==> src/rtl/axi_pkg.sv <==
// Shared AXI types used by the decode-error responder.
// - resp_t: 2-bit B/R response code with the four standard encodings.
// - len_t:  8-bit AXI burst length (number of beats minus one).
package axi_pkg;

    typedef logic [1:0] resp_t;

    localparam resp_t RESP_OKAY   = 2'b00;
    localparam resp_t RESP_EXOKAY = 2'b01;
    localparam resp_t RESP_SLVERR = 2'b10;
    localparam resp_t RESP_DECERR = 2'b11;

    typedef logic [7:0] len_t;

endpackage

==> src/rtl/axi_decerr_slave.sv <==
// Terminal AXI responder for requests that match no slave. Every write burst
// is accepted, its data discarded, and answered with a single B carrying RESP.
// Every read burst returns len+1 beats of the constant RDATA with RESP. One
// outstanding transaction per direction; write and read sides are independent.
//
// Ports
//   clk_i, rst_i             clock, synchronous active-high reset
//   aw_id_i/aw_valid_i/aw_ready_o           write address channel
//   w_last_i/w_valid_i/w_ready_o            write data channel (payload unused)
//   b_id_o/b_resp_o/b_valid_o/b_ready_i     write response channel
//   ar_id_i/ar_len_i/ar_valid_i/ar_ready_o  read address channel
//   r_id_o/r_data_o/r_resp_o/r_last_o/r_valid_o/r_ready_i  read data channel
//   wr_err_cnt_o, rd_err_cnt_o              saturating completed-burst counters
module axi_decerr_slave
    import axi_pkg::*;
#(
    parameter int unsigned             ID_WIDTH   = 4,
    parameter int unsigned             DATA_WIDTH = 64,
    parameter resp_t                   RESP       = RESP_DECERR,
    parameter logic [DATA_WIDTH-1:0]   RDATA      = '0,
    parameter int unsigned             CNT_WIDTH  = 16
) (
    input  logic                  clk_i,
    input  logic                  rst_i,

    input  logic [ID_WIDTH-1:0]   aw_id_i,
    input  logic                  aw_valid_i,
    output logic                  aw_ready_o,

    input  logic                  w_last_i,
    input  logic                  w_valid_i,
    output logic                  w_ready_o,

    output logic [ID_WIDTH-1:0]   b_id_o,
    output resp_t                 b_resp_o,
    output logic                  b_valid_o,
    input  logic                  b_ready_i,

    input  logic [ID_WIDTH-1:0]   ar_id_i,
    input  len_t                  ar_len_i,
    input  logic                  ar_valid_i,
    output logic                  ar_ready_o,

    output logic [ID_WIDTH-1:0]   r_id_o,
    output logic [DATA_WIDTH-1:0] r_data_o,
    output resp_t                 r_resp_o,
    output logic                  r_last_o,
    output logic                  r_valid_o,
    input  logic                  r_ready_i,

    output logic [CNT_WIDTH-1:0]  wr_err_cnt_o,
    output logic [CNT_WIDTH-1:0]  rd_err_cnt_o
);

    typedef enum logic [1:0] {WrIdle, WrData, WrResp} wr_state_e;
    typedef enum logic       {RdIdle, RdData}         rd_state_e;

    localparam logic [CNT_WIDTH-1:0] CntMax = '1;
    localparam logic [CNT_WIDTH-1:0] CntOne = CNT_WIDTH'(1);

    wr_state_e             wr_state_q, wr_state_d;
    rd_state_e             rd_state_q, rd_state_d;
    logic [ID_WIDTH-1:0]   wr_id_q,    wr_id_d;
    logic [ID_WIDTH-1:0]   rd_id_q,    rd_id_d;
    len_t                  beat_q,     beat_d;
    logic [CNT_WIDTH-1:0]  wr_cnt_q,   wr_cnt_d;
    logic [CNT_WIDTH-1:0]  rd_cnt_q,   rd_cnt_d;

    // ------------------------------------------------------------------
    // Write side
    // ------------------------------------------------------------------
    always_comb begin
        wr_state_d = wr_state_q;
        wr_id_d    = wr_id_q;
        wr_cnt_d   = wr_cnt_q;
        aw_ready_o = 1'b0;
        w_ready_o  = 1'b0;
        b_valid_o  = 1'b0;

        unique case (wr_state_q)
            WrIdle: begin
                aw_ready_o = 1'b1;
                if (aw_valid_i) begin
                    wr_id_d    = aw_id_i;
                    wr_state_d = WrData;
                end
            end
            WrData: begin
                w_ready_o = 1'b1;
                if (w_valid_i && w_last_i) begin
                    wr_state_d = WrResp;
                end
            end
            WrResp: begin
                b_valid_o = 1'b1;
                if (b_ready_i) begin
                    if (wr_cnt_q != CntMax) begin
                        wr_cnt_d = wr_cnt_q + CntOne;
                    end
                    wr_state_d = WrIdle;
                end
            end
            default: wr_state_d = WrIdle;
        endcase
    end

    assign b_id_o   = wr_id_q;
    assign b_resp_o = RESP;

    // ------------------------------------------------------------------
    // Read side
    // ------------------------------------------------------------------
    always_comb begin
        rd_state_d = rd_state_q;
        rd_id_d    = rd_id_q;
        beat_d     = beat_q;
        rd_cnt_d   = rd_cnt_q;
        ar_ready_o = 1'b0;
        r_valid_o  = 1'b0;
        r_last_o   = 1'b0;

        unique case (rd_state_q)
            RdIdle: begin
                ar_ready_o = 1'b1;
                if (ar_valid_i) begin
                    rd_id_d    = ar_id_i;
                    beat_d     = ar_len_i;
                    rd_state_d = RdData;
                end
            end
            RdData: begin
                r_valid_o = 1'b1;
                r_last_o  = (beat_q == '0);
                if (r_ready_i) begin
                    if (beat_q == '0) begin
                        if (rd_cnt_q != CntMax) begin
                            rd_cnt_d = rd_cnt_q + CntOne;
                        end
                        rd_state_d = RdIdle;
                    end else begin
                        // Counter never decrements past zero, so len=255 cannot wrap.
                        beat_d = beat_q - 8'd1;
                    end
                end
            end
            default: rd_state_d = RdIdle;
        endcase
    end

    assign r_id_o   = rd_id_q;
    assign r_data_o = RDATA;
    assign r_resp_o = RESP;

    assign wr_err_cnt_o = wr_cnt_q;
    assign rd_err_cnt_o = rd_cnt_q;

    // ------------------------------------------------------------------
    // State registers
    // ------------------------------------------------------------------
    always_ff @(posedge clk_i) begin
        if (rst_i) begin
            wr_state_q <= WrIdle;
            rd_state_q <= RdIdle;
            wr_id_q    <= '0;
            rd_id_q    <= '0;
            beat_q     <= '0;
            wr_cnt_q   <= '0;
            rd_cnt_q   <= '0;
        end else begin
            wr_state_q <= wr_state_d;
            rd_state_q <= rd_state_d;
            wr_id_q    <= wr_id_d;
            rd_id_q    <= rd_id_d;
            beat_q     <= beat_d;
            wr_cnt_q   <= wr_cnt_d;
            rd_cnt_q   <= rd_cnt_d;
        end
    end

`ifndef SYNTHESIS
    b_stable_a: assert property (@(posedge clk_i) disable iff (rst_i)
        (b_valid_o && !b_ready_i) |=> (b_valid_o && $stable(b_id_o) && $stable(b_resp_o)));

    r_stable_a: assert property (@(posedge clk_i) disable iff (rst_i)
        (r_valid_o && !r_ready_i) |=> (r_valid_o && $stable(r_id_o) && $stable(r_data_o)
                                       && $stable(r_resp_o) && $stable(r_last_o)));

    r_last_a: assert property (@(posedge clk_i)
        r_last_o |-> (rd_state_q == RdData && beat_q == '0));
`endif

endmodule
==> config.mk <==
export PLATFORM = sky130hd
export DESIGN_NAME = axi_decerr_slave
export DESIGN_NICKNAME = d
export VERILOG_FILES = /design/src/rtl/axi_pkg.sv /design/src/rtl/axi_decerr_slave.sv
export SDC_FILE = /design/constraint.sdc
export NUM_CORES = 1
export LEC_CHECK = 0
export ABC_AREA = 1
export BUFFER_PORTS_ARGS = -buffer_cell sky130_fd_sc_hd__buf_2
export CAP_MARGIN = 25
export CORE_MARGIN = 3
export CORE_UTILIZATION = 47
export DETAILED_ROUTE_END_ITERATION = 7
export PLACE_DENSITY_LB_ADDON = 0.08
export SLEW_MARGIN = 40
export SYNTH_ARGS = -nofsm -noshare
export SYNTH_HDL_FRONTEND = slang
export SYNTH_SLANG_ARGS = --single-unit
==> constraint.sdc <==
create_clock -name clk_i -period 2.35 [get_ports clk_i]
set_input_delay 0.235 -clock clk_i [delete_from_list [all_inputs] [get_ports clk_i]]
set_output_delay 0.235 -clock clk_i [all_outputs]
set_load 0.05 [all_outputs]
==> flow_summary_export.csv <==
group,metric,value,unit
floorplan,initial_core_util,0.494,
critical_path,cp_slowest_stage_delay,410,ps
critical_path,ff2ff_setup_slack,420,ps
critical_path,cp-end-kind,"flop",
global_route,grt_pass1_wl,12300,µm
cells_and_area,finish.instance_area,3630,µm²
clocking,clock_latency,310,ps
floorplan,die_y,91.2,µm
sta,max_slew.worst_pin.slew,631,ps
detailed_routing,route.vias.total,3114,
cells_and_area,syn_to_final_growth,6.41,%
worst_hold_path,holdCritStartpoint,"aw_id_i[2]",
critical_path,r2r-end,"rd_err_cnt_o[11]$_SDFFE_PP0P_",
global_route,grt_pass1_vias,2689,
synth,yosysMostFrequentCell,"nand2_1",
cells_and_area,n_antenna_cell,0,
detailed_routing,wirelength,7420,µm
synth,synth_cell_type_count,31,
global_route,gr-total-overflow,0,
worst_hold_path,hp-class,"input pin to flop",
cells_and_area,drive_above_1_share,0.166,
floorplan,floorplan.die_area,8320,µm²
sta,rsz0062_at_grt,"no",
power_and_ir_drop,power.total,1.99,mW
synth,synth_top_area_frac,0.299,
power_and_ir_drop,switching_power,797,µW
sta,setup_viol,0,
global_route,antenna_found_initial,0,
clocking,cts_resized,0,
detailed_routing,firstDrtPassIters,4,
synth,synth_area_leader_cell,"dfxtp_1",
critical_path,rr_worst_depth,8,
detailed_routing,post_drt_via_cell_ratio,4.57,
place,hpwl,5610,µm
worst_hold_path,hold_end,"b_id_o[2]$_SDFFE_PP0P_",
cells_and_area,multi_input_area,1900,µm²
synth,synthCells,522,
floorplan,die_w,91.2,µm
power_and_ir_drop,p_comb_frac,0.273,
synth,avgSynthCellArea,6.54,µm²
sta,setup_tns,0,ps
synth,synthTopCellsByArea,"dfxtp_1 30%, buf_4 15%, nand2_1 15%",
detailed_routing,wl_per_cell,10.9,µm
critical_path,crit_slowest_cell,"dfxtp_1",
clocking,cts_tree,"yes",
critical_path,worstPathRequired,2550,ps
power_and_ir_drop,ir_drop,0.264,mV
cells_and_area,stdcell_count,681,
critical_path,worstPathMaxFanout,14,
worst_hold_path,whs_path_depth,3,
synth,synth_warnings,0,
place,portBuffers,69,
critical_path,critPathKind,"flop to flop",
critical_path,cp.arrival,2130,ps
synth,synth_seq_cells,51,
sta,final_hold_viol_count,0,
cells_and_area,fin_util,0.526,
detailed_routing,drtIter0Drc,132,
clocking,h-tree-depth,2,
sta,finalClockSkew,11.9,ps
clocking,cts_buffers,5,
critical_path,timing.rr.start,"rd_err_cnt_o[0]$_SDFFE_PP0P_",
job,cap_violations,0,
synth,syn_area,3410,µm²
critical_path,crit_family,"simple AND/OR/NAND/NOR gates",
clocking,clk_pin_slew,100,ps
power_and_ir_drop,switching_share,0.400,
clocking,cts_root_buf,"clkbuf_8",
power_and_ir_drop,clkPwrFrac,0.260,
power_and_ir_drop,power-per-cell-area,549,nW/µm²
synth,ys_seq_area_frac,0.299,
critical_path,crit_chain,"ha_1, nand2_2, nor2_4, nand4_2, nand2_2, inv_2, nand2_1, a21oi_1",
place,dp.cells,674,
floorplan,row_count,30,
place,gp_congestion,0.832,
global_route,grt_max_degree,29,
cells_and_area,fillers,728,
floorplan,io-pin-count,138,
sta,fin_crit_sh,0.822,
sta,fmax,518,MHz
critical_path,cp_common_cell,"nand2_2",
clocking,cts_setup_buffers,0,
status,status,"finished clean",
power_and_ir_drop,p_seq_frac,0.467,
power_and_ir_drop,p_int,1.20,mW
clocking,clock-sinks,51,
place,placed_area,3550,µm²
power_and_ir_drop,total_leakage_power,1.67,nW
clocking,clockBufferDepth,2,
floorplan,coreArea,6910,µm²
sta,finalMaxSlewViolations,0,
synth,synth_ff_type,"dfxtp_1",
sta,max_slew_margin,0.579,
detailed_routing,drc_errors,0,
global_route,grt_use_total,0.176,
clocking,hold_buffers,0,
sta,period_minus_slack,1930,ps
synth,ys_async_sr_fraction,0,
critical_path,start_kind,"flop",
critical_path,path_buf_inv,1,
synth,synth_common_cells,"134 x nand2_1, 79 x nor2_1, 68 x buf_4, 51 x dfxtp_1, 38 x inv_1",
cells_and_area,final-seq-area,1020,µm²
cells_and_area,nets,613,
synth,synth-edff-count,0,
detailed_routing,drtAntennaViolNets,0,
==> worst register-to-register path: stages, from the launching register on <==
cell and delay [ps]:
dfxtp_1 410, ha_1 220, nand2_2 100, nor2_4 180, nand4_2 280, nand2_2 340
inv_2 130, nand2_1 90, a21oi_1 60
==> layout make-up <==
class                           count  share of cell area
Timing Repair Buffer               71              0.0992
Tap cell                           96              0.0331
Clock inverter                      2             0.00379
Multi-Input combinational cell    416               0.523
Clock buffer                        5              0.0189
Sequential cell                    51               0.281
Inverter                           40              0.0413
==> registers in the layout, summed over array words and instances, names as in the netlist <==
register,flops
b_id_o,4
beat_q,8
r_id_o,4
rd_err_cnt_o,16
rd_state_q,1
wr_err_cnt_o,16
wr_state_q,2
==> metrics by stage <==
| step | hold slack [ps] | worst slack (ps) |
|---|---|---|
| global placement | 462 | 525 |
| floorplan | 398 | 190 |
| detailed placement | 478 | 425 |
| finish | 164 | 418 |
| global route | 198 | 195 |
| CTS | 163 | 417 |
==> logic make-up (layout without fill, tap and decap cells) <==
logic type | after synthesis | in the layout | synth area share
flops | 51 | 51 | 0.299
buf+inv | 121 | 118 | 0.217
compound gates | 70 | 70 | 0.109
other cells | 2 | 68 | 0.00220
xor+xnor | 11 | 11 | 0.0282
simple gates | 263 | 263 | 0.329
fa+ha+maj | 4 | 4 | 0.0147
==> worst max path at each step <==
stage,from,depth (start not counted),end
6_report,rd_err_cnt_o[0]$_SDFFE_PP0P_,8,rd_err_cnt_o[11]$_SDFFE_PP0P_
5_1_grt,rd_err_cnt_o[1]$_SDFFE_PP0P_,8,rd_err_cnt_o[11]$_SDFFE_PP0P_
4_1_cts,rd_err_cnt_o[0]$_SDFFE_PP0P_,8,rd_err_cnt_o[11]$_SDFFE_PP0P_
3_5_place_dp,rd_err_cnt_o[0]$_SDFFE_PP0P_,8,rd_err_cnt_o[11]$_SDFFE_PP0P_
3_3_place_gp,rd_err_cnt_o[0]$_SDFFE_PP0P_,8,rd_err_cnt_o[1]$_SDFFE_PP0P_
2_1_floorplan,rd_state_q$_SDFF_PP0_,3,r_last_o
==> layer usage <==
metal | GRT usage | part of all wire | up-vias
met3 | 0.0331 | 0.077 | 7
met4 | 0.0415 | 0.010 | 0
met2 | 0.299 | 0.45 | 113
met1 | 0.229 | 0.46 | 1360
li1 | - | - | 1634
met5 | 0 | 0 | -
==> cells in the final DEF, fill, tap and decap left out, drive strengths merged <==
master and instances:
or2 3, xor2 6, nand2 137, buf 71, xnor2 5, nand4 10
clkbuf 5, inv 39, o21a 1, nor2 83, a21oi 33, nor3 2
conb 68, a31oi 1, dfxtp 51, clkinv 3, nand3b 2, o21ai 35
ha 4, nand3 26
==> power by group through the flow <==
stage / clock (mW) / combinational (mW) / sequential [mW]
after floorplan: 0 / 0.514 / 0.994
after global placement: 0 / 0.542 / 0.949
after detailed placement: 0 / 0.544 / 0.950
after CTS: 0.538 / 0.545 / 0.931
after global routing: 0.568 / 0.588 / 0.938
final: 0.517 / 0.545 / 0.931
No activity file was read; power rests on OpenSTA's default activity.
